--- src/rtl/switch_mcu_pkg.sv ---
// Shared types and AHB-Lite encodings for the switch MCU load/store path.
package switch_mcu_pkg;

    typedef enum logic [1:0] {
        ST_IDLE = 2'd0,
        ST_ADDR = 2'd1,
        ST_DATA = 2'd2,
        ST_RESP = 2'd3
    } lsu_state_e;

    // Enum value equals the bit position of the matching one-hot select.
    typedef enum logic [2:0] {
        OP_LB  = 3'd0,
        OP_LH  = 3'd1,
        OP_LW  = 3'd2,
        OP_LBU = 3'd3,
        OP_LHU = 3'd4,
        OP_SB  = 3'd5,
        OP_SH  = 3'd6,
        OP_SW  = 3'd7
    } lsu_op_e;

    localparam logic [1:0] HTRANS_IDLE   = 2'b00;
    localparam logic [1:0] HTRANS_NONSEQ = 2'b10;

    localparam logic [2:0] HSIZE_BYTE = 3'b000;
    localparam logic [2:0] HSIZE_HALF = 3'b001;
    localparam logic [2:0] HSIZE_WORD = 3'b010;

    localparam logic [2:0] HBURST_SINGLE = 3'b000;

    function automatic logic [2:0] op_hsize(input lsu_op_e op);
        case (op)
            OP_LB, OP_LBU, OP_SB: return HSIZE_BYTE;
            OP_LH, OP_LHU, OP_SH: return HSIZE_HALF;
            default:              return HSIZE_WORD;
        endcase
    endfunction

    function automatic logic op_is_store(input lsu_op_e op);
        return (op == OP_SB) || (op == OP_SH) || (op == OP_SW);
    endfunction

endpackage

--- src/rtl/switch_mcu_lsu_align.sv ---
// Combinational store-lane replication and load lane extraction with sign/zero extension.
module switch_mcu_lsu_align
    import switch_mcu_pkg::*;
(
    input  lsu_op_e     i_op,
    input  logic [1:0]  i_addr_lo,
    input  logic [31:0] i_wdata,
    input  logic [31:0] i_hrdata,
    output logic [31:0] o_hwdata,
    output logic [31:0] o_rdata
);

    logic [7:0]  w_byte;
    logic [15:0] w_half;

    assign w_byte = i_hrdata[{i_addr_lo, 3'b000} +: 8];
    assign w_half = i_hrdata[{i_addr_lo[1], 4'b0000} +: 16];

    always_comb begin
        case (i_op)
            OP_SB:   o_hwdata = {4{i_wdata[7:0]}};
            OP_SH:   o_hwdata = {2{i_wdata[15:0]}};
            default: o_hwdata = i_wdata;
        endcase
    end

    always_comb begin
        case (i_op)
            OP_LB:   o_rdata = {{24{w_byte[7]}}, w_byte};
            OP_LBU:  o_rdata = {24'd0, w_byte};
            OP_LH:   o_rdata = {{16{w_half[15]}}, w_half};
            OP_LHU:  o_rdata = {16'd0, w_half};
            OP_LW:   o_rdata = i_hrdata;
            default: o_rdata = '0;
        endcase
    end

endmodule

--- src/rtl/switch_mcu_lsu.sv ---
// RV32I load/store unit issuing one AHB-Lite single transfer per request.
// SWITCH_MCU_LSU_MISALIGN_TRAP_EN: trap misaligned half/word requests instead of aligning them.
module switch_mcu_lsu
    import switch_mcu_pkg::*;
#(
    parameter int         TIMEOUT_CYCLES = 255,
    parameter logic [3:0] HPROT_DATA     = 4'b0011
) (
    input  logic        in_clk,
    input  logic        in_rst,
    input  logic        in_req,
    input  logic        in_lb,
    input  logic        in_lh,
    input  logic        in_lw,
    input  logic        in_lbu,
    input  logic        in_lhu,
    input  logic        in_sb,
    input  logic        in_sh,
    input  logic        in_sw,
    input  logic [31:0] in_addr,
    input  logic [31:0] in_wdata,
    input  logic [4:0]  in_rd,
    output logic        out_busy,
    output logic        out_done,
    output logic        out_err,
    output logic        out_misalign,
    output logic        out_rd_we,
    output logic [4:0]  out_rd,
    output logic [31:0] out_rd_wdata,
    output logic [31:0] out_haddr,
    output logic        out_hwrite,
    output logic [2:0]  out_hsize,
    output logic [2:0]  out_hburst,
    output logic [3:0]  out_hprot,
    output logic [1:0]  out_htrans,
    output logic        out_hmastlock,
    output logic [31:0] out_hwdata,
    input  logic        in_hready,
    input  logic        in_hresp,
    input  logic [31:0] in_hrdata
);

    localparam int WDOG_W = (TIMEOUT_CYCLES > 255) ? $clog2(TIMEOUT_CYCLES + 1) : 8;

    lsu_state_e        r_state, w_state_nxt;
    lsu_op_e           r_op, w_req_op;
    logic [31:0]       r_addr, r_wdata, r_hrdata;
    logic [4:0]        r_rd;
    logic              r_err, r_misalign;
    logic [WDOG_W-1:0] r_wdog, w_wdog_inc;

    logic [7:0]  w_sel;
    logic [3:0]  w_sel_cnt;
    logic        w_sel_ok, w_trap, w_timeout, w_bus, w_store, w_load;
    logic [2:0]  w_req_size;
    logic [31:0] w_req_addr, w_hwdata, w_rdata;

    assign w_sel = {in_sw, in_sh, in_sb, in_lhu, in_lbu, in_lw, in_lh, in_lb};

    always_comb begin
        w_req_op  = OP_LB;
        w_sel_cnt = '0;
        for (int i = 0; i < 8; i++) begin
            if (w_sel[i]) begin
                w_req_op  = lsu_op_e'(3'(i));
                w_sel_cnt = w_sel_cnt + 4'd1;
            end
        end
    end

    assign w_sel_ok   = (w_sel_cnt == 4'd1);
    assign w_req_size = op_hsize(w_req_op);

`ifdef SWITCH_MCU_LSU_MISALIGN_TRAP_EN
    assign w_trap     = w_sel_ok &&
                        (((w_req_size == HSIZE_HALF) && in_addr[0]) ||
                         ((w_req_size == HSIZE_WORD) && (in_addr[1:0] != 2'b00)));
    assign w_req_addr = in_addr;
`else
    assign w_trap = 1'b0;
    always_comb begin
        case (w_req_size)
            HSIZE_HALF: w_req_addr = {in_addr[31:1], 1'b0};
            HSIZE_WORD: w_req_addr = {in_addr[31:2], 2'b00};
            default:    w_req_addr = in_addr;
        endcase
    end
`endif

    assign w_wdog_inc = r_wdog + 1'b1;
    assign w_timeout  = (TIMEOUT_CYCLES != 0) && (w_wdog_inc == WDOG_W'(TIMEOUT_CYCLES));

    // NOTE: default assignment first so no path through the case leaves w_state_nxt unassigned (no latch).
    always_comb begin
        w_state_nxt = r_state;
        case (r_state)
            ST_IDLE: if (in_req) w_state_nxt = (!w_sel_ok || w_trap) ? ST_RESP : ST_ADDR;
            ST_ADDR: if (in_hready) w_state_nxt = ST_DATA;
                     else if (w_timeout) w_state_nxt = ST_RESP;
            ST_DATA: if (in_hready || w_timeout) w_state_nxt = ST_RESP;
            default: w_state_nxt = ST_IDLE;
        endcase
    end

    // NOTE: sequential state uses non-blocking assignments only, so every register sees pre-edge values.
    always_ff @(posedge in_clk) begin
        if (in_rst) begin
            r_state    <= ST_IDLE;
            r_err      <= 1'b0;
            r_misalign <= 1'b0;
            r_wdog     <= '0;
            r_rd       <= '0;
        end else begin
            r_state <= w_state_nxt;
            case (r_state)
                ST_IDLE: begin
                    r_wdog <= '0;
                    if (in_req) begin
                        r_rd       <= in_rd;
                        r_err      <= !w_sel_ok || w_trap;
                        r_misalign <= w_trap;
                    end
                end
                ST_ADDR, ST_DATA: begin
                    r_wdog <= in_hready ? '0 : w_wdog_inc;
                    if (((r_state == ST_DATA) && in_hready && in_hresp) || (!in_hready && w_timeout))
                        r_err <= 1'b1;
                end
                default: ;
            endcase
        end
    end

    // NOTE: datapath registers carry no reset; every output they reach is gated by the state.
    always_ff @(posedge in_clk) begin
        if ((r_state == ST_IDLE) && in_req) begin
            r_op    <= w_req_op;
            r_addr  <= w_req_addr;
            r_wdata <= in_wdata;
        end
        if ((r_state == ST_DATA) && in_hready)
            r_hrdata <= in_hrdata;
    end

    switch_mcu_lsu_align u_align (
        .i_op      (r_op),
        .i_addr_lo (r_addr[1:0]),
        .i_wdata   (r_wdata),
        .i_hrdata  (r_hrdata),
        .o_hwdata  (w_hwdata),
        .o_rdata   (w_rdata)
    );

    assign w_bus   = (r_state == ST_ADDR) || (r_state == ST_DATA);
    assign w_store = op_is_store(r_op);
    assign w_load  = !w_store;

    assign out_busy      = (r_state != ST_IDLE);
    assign out_done      = (r_state == ST_RESP);
    assign out_err       = out_done && r_err;
    assign out_misalign  = out_done && r_misalign;
    assign out_rd_we     = out_done && w_load && !r_err && (r_rd != 5'd0);
    assign out_rd        = out_done ? r_rd : 5'd0;
    assign out_rd_wdata  = out_rd_we ? w_rdata : 32'd0;

    assign out_haddr     = w_bus ? r_addr : 32'd0;
    assign out_hwrite    = w_bus && w_store;
    assign out_hsize     = w_bus ? op_hsize(r_op) : 3'b000;
    assign out_htrans    = (r_state == ST_ADDR) ? HTRANS_NONSEQ : HTRANS_IDLE;
    assign out_hwdata    = ((r_state == ST_DATA) && w_store) ? w_hwdata : 32'd0;
    assign out_hburst    = HBURST_SINGLE;
    assign out_hprot     = HPROT_DATA;
    assign out_hmastlock = 1'b0;

endmodule

--- config.mk ---
export PLATFORM = sky130hd
export DESIGN_NAME = switch_mcu_lsu
export DESIGN_NICKNAME = d
export VERILOG_FILES = /design/src/rtl/switch_mcu_pkg.sv /design/src/rtl/switch_mcu_lsu_align.sv /design/src/rtl/switch_mcu_lsu.sv
export SDC_FILE = /design/constraint.sdc
export NUM_CORES = 1
export LEC_CHECK = 0
export BUFFER_PORTS_ARGS = -buffer_cell sky130_fd_sc_hd__buf_2
export CELL_PAD_IN_SITES_DETAIL_PLACEMENT = 1
export CELL_PAD_IN_SITES_GLOBAL_PLACEMENT = 2
export CORE_ASPECT_RATIO = 1.4
export CORE_MARGIN = 2
export CORE_UTILIZATION = 32
export DETAILED_ROUTE_END_ITERATION = 12
export PLACE_DENSITY = 0.83
export SLEW_MARGIN = 40
export SYNTH_ARGS = -nofsm -noshare
export SYNTH_HDL_FRONTEND = slang
export SYNTH_SLANG_ARGS = --single-unit
--- constraint.sdc ---
create_clock -name in_clk -period 7.7 [get_ports in_clk]
set_input_delay 1.155 -clock in_clk [delete_from_list [all_inputs] [get_ports in_clk]]
set_output_delay 1.155 -clock in_clk [all_outputs]
set_load 0.005 [all_outputs]
# After elaboration in Yosys (flattened, before gate mapping)
# Index checks and enable logic that the tools add are counted.
# totals
reg_bits,115
input_bits,114
out_inout_bits,120
# op_classes
eq_ne,23
shifts,2
n_reduce_logical,33
n_mux,37
add_sub_neg,8
# ops
cell,n
$pmux 32 s5,1
$mux 32,3
$pmux 32 s2,1
$shiftx 32x6->16,1
$shiftx 32x6->8,1
$add 4x1->4 const B,7
$mux 4,7
$eq 3x3->1 const B,7
$mux 3,6
$pmux 8 s2,1
$mux 2,7
$eq 3x2->1 const B,4
$pmux 2 s2,3
$reduce_or 3->1,4
$logic_and 1x1->1,10
$eq 3x1->1 const B,3
$add 8x1->8 const B,1
$eq 8x8->1 const B,1
$mux 8,1
$logic_not 3->1,2
$ne 2x2->1 const B,3
$pmux 2 s3,1
$reduce_and 3->1,2
$logic_or 1x1->1,5
other kinds (13),21

# Logic depth before layout (Yosys ltp)
# Gate-level depths: netlist of the first run.
# depth
ltp_word,19
mapped_depth,23
ltp_nobuf,23

# Modules after synthesis
# From an unflattened synthesis of the first run, not the netlist that was laid out.
# hier_totals
hier_cells,572
hier_area_um2,6306.0
# modules_own_cells
mod,area_each_um2,instances,cells_each
switch_mcu_lsu,5186.2,1,420
switch_mcu_lsu_align,1119.8,1,152

# Worst setup path before layout of the first run
# No wires, ideal clock.
# synth_timing
kind,in2reg
from,input port in_lb
to,register r_state[1]
t_required_ns,7.609
setup_time_ns,0.091
path_slack_ns,3.104
path_stages,23
arrival_time_ns,4.505
path_cell_list,inv_1 > ha_1 > xnor2_2 > inv_1 > ha_1 > nor2b_1 > nor2_1 > ha_1 > nand2_1 > o31ai_1 > ha_1 > nand2_1 > o31ai_1 > o41ai_2 > inv_1 > ha_1 > nand2_1 > o21ai_0 > ha_1 > nor2_1 > o211ai_1 > o21ai_0 > a311oi_1
# synth_between
elab_chain_cells,19
# synth_rtl
element,line,rtl
"start, declared",switch_mcu_lsu.sv:12,"input logic in_lb,"
$mux 1 *,switch_mcu_lsu.sv:64,if (w_sel[i]) begin
$add 4x1->4,switch_mcu_lsu.sv:66,w_sel_cnt = w_sel_cnt + 4'd1;
$mux 4 *,switch_mcu_lsu.sv:64,
$add 4x1->4,switch_mcu_lsu.sv:66,
$mux 4 *,switch_mcu_lsu.sv:64,
$add 4x1->4,switch_mcu_lsu.sv:66,
$mux 4 *,switch_mcu_lsu.sv:64,
$add 4x1->4,switch_mcu_lsu.sv:66,
[2 not listed],--,
$mux 4 *,switch_mcu_lsu.sv:64,
$add 4x1->4,switch_mcu_lsu.sv:66,
$mux 4 *,switch_mcu_lsu.sv:64,
$add 4x1->4,switch_mcu_lsu.sv:66,
$mux 4 *,switch_mcu_lsu.sv:64,
$eq 4x1->1 *,switch_mcu_lsu.sv:71,assign w_sel_ok = (w_sel_cnt == 4'd1);
$mux 2 * (2 in a row),switch_mcu_lsu.sv:97,ST_IDLE: if (in_req) w_state_nxt = (!w_sel_ok || w_trap) ? ST_RESP : ST_ADDR;
$pmux 2 s3 *,switch_mcu_lsu.sv:96,case (r_state)
"end signal, assigned",switch_mcu_lsu.sv:114,r_state <= w_state_nxt;
"end, declared",switch_mcu_lsu.sv:45,"lsu_state_e r_state, w_state_nxt;"
# Mark *: on every way between the ends. The rest lies on a longest branch, timed or not. The select of a mux whose other input is x is not followed.
# A chain may end at the register's enable or synchronous reset.

# Final worst setup path of the first run
# layout_timing
from,input port in_lh
to,register r_state[1]
# layout_between
elab_chain_cells,17
# layout_rtl
element,line,rtl
"start, declared",switch_mcu_lsu.sv:13,"input logic in_lh,"
$mux 4 *,switch_mcu_lsu.sv:64,
$add 4x1->4,switch_mcu_lsu.sv:66,
$mux 4 *,switch_mcu_lsu.sv:64,
$add 4x1->4,switch_mcu_lsu.sv:66,
$mux 4 *,switch_mcu_lsu.sv:64,
$add 4x1->4,switch_mcu_lsu.sv:66,
$mux 4 *,switch_mcu_lsu.sv:64,
$add 4x1->4,switch_mcu_lsu.sv:66,
$mux 4 *,switch_mcu_lsu.sv:64,
$add 4x1->4,switch_mcu_lsu.sv:66,
$mux 4 *,switch_mcu_lsu.sv:64,
$add 4x1->4,switch_mcu_lsu.sv:66,
$mux 4 *,switch_mcu_lsu.sv:64,
$eq 4x1->1 *,switch_mcu_lsu.sv:71,
$mux 2 * (2 in a row),switch_mcu_lsu.sv:97,
$pmux 2 s3 *,switch_mcu_lsu.sv:96,
# Marks and branches as above.

==> results of run 1 <==
[synth_stat cells (3+ instances only)]
| library cell | number | share of area |
|---|---|---|
| a21o_1 | 9 | 0.011 |
| a22oi_1 | 17 | 0.021 |
| buf_4 | 11 | 0.014 |
| a21oi_1 | 56 | 0.046 |
| nand2_1 | 59 | 0.036 |
| and2_1 | 47 | 0.048 |
| a222oi_1 | 7 | 0.012 |
| nand3_1 | 4 | 0.0033 |
| dfxtp_1 | 16 | 0.053 |
| or3_1 | 5 | 0.0051 |
| buf_2 | 4 | 0.0033 |
| nor3_1 | 6 | 0.0049 |
| xnor2_1 | 9 | 0.013 |
| inv_1 | 18 | 0.011 |
| o21ai_0 | 10 | 0.0082 |
| ha_1 | 14 | 0.029 |
| buf_1 | 4 | 0.0025 |
| and3_1 | 3 | 0.0031 |
| xor2_1 | 3 | 0.0043 |
| a211oi_1 | 12 | 0.015 |
| nor2_1 | 53 | 0.033 |
| a31oi_1 | 9 | 0.0093 |
| clkbuf_1 | 29 | 0.018 |
| mux2_2 | 15 | 0.028 |
| edfxtp_1 | 99 | 0.49 |
| nor2b_1 | 15 | 0.015 |
| nor3b_1 | 3 | 0.0037 |
[registers in the layout, summed over array words and instances, names as in the netlist]
| name | count |
|---|---|
| r_addr | 32 |
| r_err | 1 |
| r_hrdata | 32 |
| r_op | 3 |
| r_rd | 5 |
| r_state | 2 |
| r_wdata | 32 |
| r_wdog | 8 |
[area by class of cell]
cell class / count / share of cell area
repair buffers: 229 / 0.147
diodes: 2 / 0.000627
clock inverters: 15 / 0.0205
flip-flops and latches: 115 / 0.413
well taps: 244 / 0.0383
multi-input cells: 399 / 0.319
inverters: 19 / 0.00894
clock buffers: 17 / 0.0533
[metrics by stage]
step           cells  hold WS (ps)  utilization  power, µW  cell area [µm²]
2_1_floorplan    581           439            -       1310             6120
3_3_place_gp    1005           455        0.395       1560             7360
3_5_place_dp    1006           470        0.397       1600             7380
4_1_cts         1038           481        0.429       2400             7970
5_1_grt         1039           489        0.429       2500             7980
6_report        1040           476        0.429       2370             7980
[worst min-delay path: cells and delay by family, from the launching register on]
family | cells | cell delay, ps
compound gates | 1 | 50
flops | 1 | 320
simple gates | 1 | 60
[report_power, final]
group	internal, µW	total (µW)	leakage, µW	switching [µW]
Combinational	282	686	0.00205	405
Clock	460	788	0.000289	328
Sequential	825	893	0.00105	67.1
[placed cells by master, fill, tap and decap left out, types with 9 or more instances in the layout]
master     count
nor2b_1       13
a21o_1         9
a21oi_1       56
nand2_1       58
edfxtp_1      99
ha_1          14
xnor2_1        9
a31oi_1        9
nor2_1        53
clkbuf_16     17
a22oi_1       17
conb_1        11
buf_2        222
o21ai_0       10
dfxtp_1       16
a211oi_1      12
inv_1         17
mux2_2        15
and2_1        46
[logic make-up (layout without fill, tap and decap cells)]
logic type      after synthesis  in the layout  synth area share
mux                          18             18            0.0348
fa+ha+maj                    14             14            0.0288
compound gates              136            136             0.148
simple gates                204            204             0.167
other cells                   2             13           0.00123
xor+xnor                     16             16            0.0300
buf+inv                      67            280            0.0490
flops                       115            115             0.541
[routing by layer]
| metal | vias up | global-route usage | share of wire |
|---|---|---|---|
| met4 | 0 | 0.0834 | 0.029 |
| met2 | 198 | 0.328 | 0.51 |
| met1 | 2503 | 0.214 | 0.40 |
| li1 | 2474 | - | - |
| met5 | - | 0 | 0 |
| met3 | 34 | 0.0562 | 0.065 |
[final timing paths]
path	from	to	cells after the start	slack, ps
worst min register to register	r_rd[3]	r_rd[3]	2	480
worst max register to register	r_wdog[0]	r_state[0]	7	5320
worst min-delay path	r_rd[3]	r_rd[3]	2	480
worst max-delay path	in_lh	r_state[1]	24	2890
==> metrics.csv, run 1 <==
metric,value,unit
crit_required,8020,ps
skew,6.89,ps
cp_common_cell,ha_1,
row_count,59,
critPathKind,in2reg,
setup_tns,0,ps
syn_area,6080,µm²
regArea,3290,µm²
antenna_left,0,
async_flop_share,0,
syn_area_per_cell,10.6,µm²
tightest_slew,716,ps
die_x,121,µm
cts_max_level,4,
core,18600,µm²
wl_per_cell,18.4,µm
nets,909,
worstPathBufferInverterCount,4,
grt_pass1_vias,5655,
grt_usage,0.189,
port_buffers,222,
area_growth,31.2,%
drive_gt1_frac,0.374,
grt_pass1_wl,29.7,mm
root_buffer,clkbuf_16,
die_h,167,µm
multiInputGateArea,2540,µm²
wl,19.1,mm
cp_slowest_stage_delay,340,ps
io_pins,234,
fmax,0.208,GHz
hold_violations,0,
setup_viol,0,
overflow,0,
worstSetupStartpointType,input port,
yosysUniqueCellTypes,56,
critPathMaxFanout,4,
drtIter0Drc,278,
synth_edf_count,99,
yosysSeqAreaShare,0.541,
num-fill-cells,2142,
cts_tree,yes,
postCtsSetupRepairBufs,0,
numCtsBuffers,17,
slowest_stage,ha_1,
irDropWorstVdd,0.168,mV
grt_max_degree,69,
path_cells,"buf_2, inv_1, ha_1, xnor2_2, inv_1, ha_1, nor2b_1, nor2_1, ha_1, nand2_1, o31ai_1, ha_1, nand2_1, o31ai_1, o41ai_2, inv_1, ha_1, nand2_1, o21ai_0, ha_1, nor2_1, o211ai_1, o21ai_0, a311oi_1",
die-area,20100,µm²
critPathTopFamily,adder cells,
viasPerCell,5.01,
worstSkewPairLatency,410,ps
synth_warnings,0,
synth_ff_type,edfxtp_1,
slew_violations,0,
drcViolationCount,0,
clkTransAtPathRegs,60,ps
min_period,4810,ps
crit_arrival,5130,ps
start_util,0.327,
endpoint_kind,flop,
ys_seq_elements,115,
finalCritPeriodShare,0.625,
antenna_found_initial,2,
cts_buffer_depth,2,
cts_hold_buf,0,
synthCells,572,
dp_slack,2480,ps
dr.pass1.iters,5,
slew_headroom,0.521,
power_leakage,0.00339,µW
gp_congestion,0.796,
worst_slack,2890,ps
clkSinkCount,115,
dr_total_vias,5209,
hold_class,reg2reg,
hpwl,14.1,mm
power.density,297,nW/µm²
drv_cap,0,
cts_resized,0,
status,"complete, no violations",
rsz0062_at_grt,no,
Power figures use the tool's default switching activity.
==> run 2, diff against run 1 <==
--- a/config.mk
+++ b/config.mk
@@ -5,14 +5,15 @@
 export SDC_FILE = /design/constraint.sdc
 export NUM_CORES = 1
 export LEC_CHECK = 0
+export ABC_AREA = 1
 export BUFFER_PORTS_ARGS = -buffer_cell sky130_fd_sc_hd__buf_2
 export CELL_PAD_IN_SITES_DETAIL_PLACEMENT = 1
 export CELL_PAD_IN_SITES_GLOBAL_PLACEMENT = 2
 export CORE_ASPECT_RATIO = 1.4
 export CORE_MARGIN = 2
-export CORE_UTILIZATION = 32
+export CORE_UTILIZATION = 25
 export DETAILED_ROUTE_END_ITERATION = 12
-export PLACE_DENSITY = 0.83
+export PLACE_DENSITY = 0.73
 export SLEW_MARGIN = 40
 export SYNTH_ARGS = -nofsm -noshare
 export SYNTH_HDL_FRONTEND = slang
==> constraint.sdc (replaced) <==
create_clock -name in_clk -period 3.9 [get_ports in_clk]
set_input_delay 0.585 -clock in_clk [delete_from_list [all_inputs] [get_ports in_clk]]
set_output_delay 0.585 -clock in_clk [all_outputs]
set_load 0.005 [all_outputs]
==> run 2 against run 1 <==
  * Via count increased by 4.7%
  * Synthesized area increased by 1.6%
  * Flip-flop and latch count unchanged
  * Critical path type unchanged
  * Critical endpoint is now r_err
  * Sequential share of layout area decreased by 2.0 points
  * Largest cell class unchanged
  * Sequential power increased by 89%
  * Non-clock buffer count increased by 11
  * Critical path depth increased by 4
==> metrics.csv, run 2 <==
metric,value,unit,change
status,"complete, no violations",,
synthTopCellsByCount,"nand2_1 (166), inv_1 (108), edfxtp_1 (99), nor2_1 (60), a21oi_1 (52)",,
viasPerCell,4.30,,-14%
postCtsSetupRepairBufs,0,,unchanged
irDropWorstVdd,0.296,mV,+77%
cts_buffer_depth,2,,unchanged
rsz0062_at_grt,no,,
synth_ff_type,edfxtp_1,,
wl_per_cell,15.4,µm,-16%
gp_congestion,0.771,,-3.1%
num-fill-cells,2991,,+40%
cts_resized,0,,unchanged
ys_seq_elements,115,,unchanged
yosys.area.top_type_share,0.481,,-0.00752
skew,8.50,ps,+1.61 ps
ys_top_cells_by_area,"edfxtp_1 (48%), nand2_1 (10%), inv_1 (6.6%)",,
slew_violations,0,,unchanged
cts_max_level,4,,unchanged
port_buffers,222,,unchanged
antenna_found_initial,3,,+1
crit_required,4220,ps,-3800 ps
dr.pass1.iters,4,,-1
start_util,0.252,,-0.0749
setup_viol,0,,unchanged
grt_pass1_vias,5478,,-3.1%
synth_warnings,0,,unchanged
critPathMaxFanout,4,,unchanged
layout_common_cells,"buf_2 (222), nand2_1 (166), inv_1 (103), edfxtp_1 (99), nor2_1 (60)",,
nets,1065,,+17%
worstSkewPairLatency,420,ps,about the same
yosysUniqueCellTypes,44,,-21%
worstSetupStartpointType,input port,,
clkTransAtPathRegs,60,ps,about the same
cts_tree,yes,,
yosysMostFrequentCell,nand2_1,,
min_from,in_wdata[19],,
async_flop_share,0,,unchanged
power.density,563,nW/µm²,+90%
grt_pass1_wl,29.6,mm,about the same
synth_edf_count,99,,unchanged
crit_path_start,in_lb,,
final_util,0.342,,-0.0869
hpwl,15.1,mm,+7.0%
syn_area,6180,µm²,+1.6%
synthCells,700,,+22%
critPathKind,in2reg,,
root_buffer,clkbuf_16,,
r2r-start,r_state[0],,
min_period,3610,ps,
clkSinkCount,115,,unchanged
grt_usage,0.151,,-0.0387
numCtsBuffers,17,,unchanged
wl,19.6,mm,+2.5%
hold_class,in2reg,,
drtIter0Drc,194,,-30%
die_h,190,µm,+14%
hold_violations,0,,unchanged
cts_hold_buf,0,,unchanged
area_growth,35.7,%,
antenna_left,0,,unchanged
endpoint_kind,flop,,
reg_top3,"r_addr x32, r_hrdata x32, r_wdata x32",,
syn_area_per_cell,8.82,µm²,-17%
dp_cells,1233,,+23%
row_count,68,,+15%
fin_area,8380,µm²,+5.0%
crit_arrival,3930,ps,-1200 ps
power.total,4720,µW,+100%
synth_largest_area_cell,edfxtp_1,,
yosysSeqAreaShare,0.533,,-0.00834
layout_commonest_cell,buf_2,,
dp_slack,-347,ps,-2830 ps
power_leakage,0.00405,µW,+20%
dr_total_vias,5456,,+4.7%
tightest_slew,704,ps,-11.6 ps
fmax,0.277,GHz,
drv_cap,0,,unchanged
slew_headroom,0.527,,+0.00540
overflow,0,,unchanged
core,24500,µm²,+32%
io_pins,234,,unchanged
grt_max_degree,73,,+5.8%
worst_slack,289,ps,-2600 ps
die-area,26000,µm²,+29%
finalNonFillerCells,1268,,+22%
die_x,137,µm,+14%
drcViolationCount,0,,unchanged
place_area,7710,µm²,+4.5%
drive_gt1_frac,0.346,,-0.0277
finalCritPeriodShare,0.926,,
run 2: worst max-delay path, stage by stage:
cell and delay [ps]:
buf_2 100, inv_2 40, ha_4 250, inv_1 70, nand2_1 70, nand2_1 60, inv_1 40, ha_1 270
nand2_1 80, nand2_1 70, ha_1 270, or2_1 240, nand2_1 90, inv_1 40, ha_1 280, nand2_1 70
nand2_1 70, ha_1 270, nand2_1 70, a21boi_2 180, inv_2 60, ha_4 210, a21oi_2 100, nand2_1 60
nand2_1 70, nand3_2 80, nor2_1 90, nor2_1 50
run 2: final cells by class:
type	instances	area, µm²	area share
inverter	117	439	0.0524
antenna	3	7.51	0.000896
sequential	115	3290	0.393
clock buffer	27	588	0.0702
multi-input combinational	446	2340	0.280
timing repair buffer	240	1260	0.151
clock inverter	5	53.8	0.00642
tap	315	394	0.0470
run 2: worst paths after layout:
| path | endpoint | slack [ps] | depth (start not counted) |
|---|---|---|---|
| worst max-delay path | r_err | 290 | 28 |
| worst min register to register | r_wdog[6] | 470 | 2 |
| worst max register to register | r_wdog[3] | 1200 | 8 |
| worst min-delay path | r_wdata[19] | 340 | 1 |
run 2: per-stage QoR:
stage | setup TNS [ps] | hold WS [ps]
3_5_place_dp | -682 | 470
6_report | 0 | 341
5_1_grt | 0 | 318
4_1_cts | 0 | 313
3_3_place_gp | -453 | 453
2_1_floorplan | 0 | 444
run 2: per-layer routing:
layer	wire (µm)	track usage	share of wire
met5	16	0	0.00082
met4	444	0.0678	0.023
met3	1140	0.0381	0.058
met2	10200	0.267	0.52
met1	7800	0.168	0.40
run 2: cell families after synthesis:
| family | after synthesis | share of synthesized area |
|---|---|---|
| muxes | 7 | 0.0113 |
| DFF | 115 | 0.533 |
| and+or+nand+nor | 290 | 0.213 |
| other | 2 | 0.00122 |
| xor gates and xnor gates | 3 | 0.00425 |
| AOI/OAI and AO/OA | 121 | 0.109 |
| buffers and inverters | 148 | 0.0993 |
| adders and majority gates | 14 | 0.0284 |
run 2: power by group:
part	switching [µW]	internal, µW	leakage, µW
clock network	546	1100	0.000320
logic	898	496	0.00268
registers	93.8	1590	0.00105
==> run 3, diff against run 2 <==
--- a/config.mk
+++ b/config.mk
@@ -11,9 +11,10 @@
 export CELL_PAD_IN_SITES_GLOBAL_PLACEMENT = 2
 export CORE_ASPECT_RATIO = 1.4
 export CORE_MARGIN = 2
-export CORE_UTILIZATION = 25
+export CORE_UTILIZATION = 28
 export DETAILED_ROUTE_END_ITERATION = 12
-export PLACE_DENSITY = 0.73
+export HOLD_SLACK_MARGIN = 0.15
+export PLACE_DENSITY = 0.77
 export SLEW_MARGIN = 40
 export SYNTH_ARGS = -nofsm -noshare
 export SYNTH_HDL_FRONTEND = slang
==> constraint.sdc (replaced) <==
create_clock -name in_clk -period 3.7 [get_ports in_clk]
set_input_delay 0.555 -clock in_clk [delete_from_list [all_inputs] [get_ports in_clk]]
set_output_delay 0.555 -clock in_clk [all_outputs]
set_load 0.005 [all_outputs]
==> run 3 against run 2 <==
  * Clock skew shrank 0.80 ps
  * Combinational power grew 6%
  * Flip-flop and latch count is the same
==> metrics.csv, run 3 (synthesis results as in run 2) <==
metric,value,unit,change
status,"complete, no violations",,
crit_required,4020,ps,-200 ps
skew,7.70,ps,-0.797 ps
dr.pass1.iters,4,,unchanged
crit_path_start,in_lb,,
drive_gt1_frac,0.351,,+0.00421
worstSkewPairLatency,420,ps,about the same
p_int,3450,µW,+8.4%
viasPerCell,4.44,,+3.2%
die-area,23300,µm²,-10%
combPwrFrac,0.292,,-0.003
grt_pass1_wl,30.2,mm,+1.9%
worst_slack,195,ps,-93.4 ps
critPathTopFamily,adder cells,,
dr_wl_met3,1.11,mm,-3.2%
grt_pass1_vias,5623,,+2.6%
p_switching,1630,µW,+6.0%
numCtsBuffers,17,,unchanged
slew_headroom,0.585,,+0.0578
cts_max_level,4,,unchanged
gp_congestion,0.764,,-0.88%
wl_met2,10.5,mm,+2.9%
drtIter0Drc,274,,+41%
clkTransAtPathRegs,60,ps,about the same
core,21800,µm²,-11%
endpoint_kind,flop,,
pwr-share-clk,0.358,,+0.010
power.total,5080,µW,+7.6%
rr_worst_depth,7,,-1
min_from,in_wdata[28],,
seqPwrFrac,0.350,,-0.007
row_count,64,,-5.9%
dp_slack,-307,ps,+39.3 ps
critPathKind,in2reg,,
grt_max_degree,73,,unchanged
dr_total_vias,5551,,+1.7%
routed.top_layer,met4,,
power_leakage,0.00405,µW,-0.14%
min_period,3500,ps,
met1_length,7.81,mm,+0.12%
crit_cells,28,,unchanged
layout_commonest_cell,buf_2,,
io_pins,234,,unchanged
fmax,0.285,GHz,
hpwl,15.2,mm,+0.32%
root_buffer,clkbuf_16,,
grt_usage,0.172,,+0.0214
multiInputGateArea,2370,µm²,+1.1%
slew_violations,0,,unchanged
antenna_left,0,,unchanged
reg_top3,"r_addr x32, r_hrdata x32, r_wdata x32",,
tightest_slew,618,ps,-86.1 ps
r2r-start,r_state[0],,
crit_arrival,3830,ps,-100 ps
drv_cap,0,,unchanged
power.density,606,nW/µm²,+7.6%
fin_area,8380,µm²,about the same
die_x,130,µm,-5.3%
num-fill-cells,2673,,-11%
nets,1065,,unchanged
worstPathBufferInverterCount,6,,unchanged
sw_frac_of_total,0.321,,-0.00479
wl,19.9,mm,+1.6%
min_path_cells,1,,unchanged
hold_class,in2reg,,
port_buffers,222,,unchanged
clkSinkCount,115,,unchanged
hold_violations,0,,unchanged
regArea,3290,µm²,unchanged
overflow,0,,unchanged
worstSetupStartpointType,input port,,
die_h,180,µm,-5.4%
critPathMaxFanout,3,,-1
cts_tree,yes,,
slowest_stage,ha_1,,
drcViolationCount,0,,unchanged
setup_viol,0,,unchanged
finalCritPeriodShare,0.947,,
antenna_found_initial,4,,+1
area_growth,35.7,%,about the same
cts_buffer_depth,2,,unchanged
wl_per_cell,15.9,µm,+3.1%
start_util,0.284,,+0.0315
place_area,7680,µm²,-0.36%
irDropWorstVdd,0.325,mV,+9.7%
layout_common_cells,"buf_2 (222), nand2_1 (161), inv_1 (102), edfxtp_1 (99), nor2_1 (60)",,
cp_slowest_stage_delay,290,ps,about the same
cts_hold_buf,0,,unchanged
-- run 3: power by group through the flow --
stage	clock [µW]	sequential [µW]	combinational, µW
after floorplan	0	1780	871
after global placement	0	1800	1480
after detailed placement	0	1810	1500
after CTS	1860	1780	1510
after global routing	1930	1800	1690
final	1820	1780	1480
-- run 3: area by class of cell --
cell class,count,share of cell area
well taps,297,0.0443
flip-flops and latches,115,0.393
multi-input cells,446,0.283
clock buffers,18,0.0512
repair buffers,240,0.150
diodes,3,0.000896
inverters,117,0.0524
clock inverters,14,0.0257
-- run 3: layer usage --
metal	GRT usage	up-vias
met3	0.0446	27
met4	0.0761	0
li1	-	2750
met1	0.187	2614
met2	0.309	160
met5	0	-
-- run 3: final timing paths --
kind         slack, ps           to
max                200        r_err
min reg2reg        460    r_wdog[6]
min                300  r_wdata[28]
max reg2reg       1560    r_wdog[3]
-- run 3: what timing repair did --
item | CTS | global route
buffers inserted | 0 | 1
setup endpoints to repair | 0 | 2
gates resized for setup | 0 | 8
-- run 3: metrics by stage --
step	setup TNS, ps	hold WS (ps)	std cells	util
finish	0	304	1250	0.385
global route	-26.9	278	1250	0.385
CTS	0	283	1246	0.382
detailed placement	-614	460	1214	0.353
global placement	-470	453	1214	0.353
floorplan	0	444	709	-
-- run 3: worst register-to-register path, stage by stage, from the launching register on --
cell and delay (ps):
dfxtp_1 390, inv_1 110, ha_1 310, inv_1 130, nor3_1 510, inv_1 180
or2_2 330, a21oi_1 110
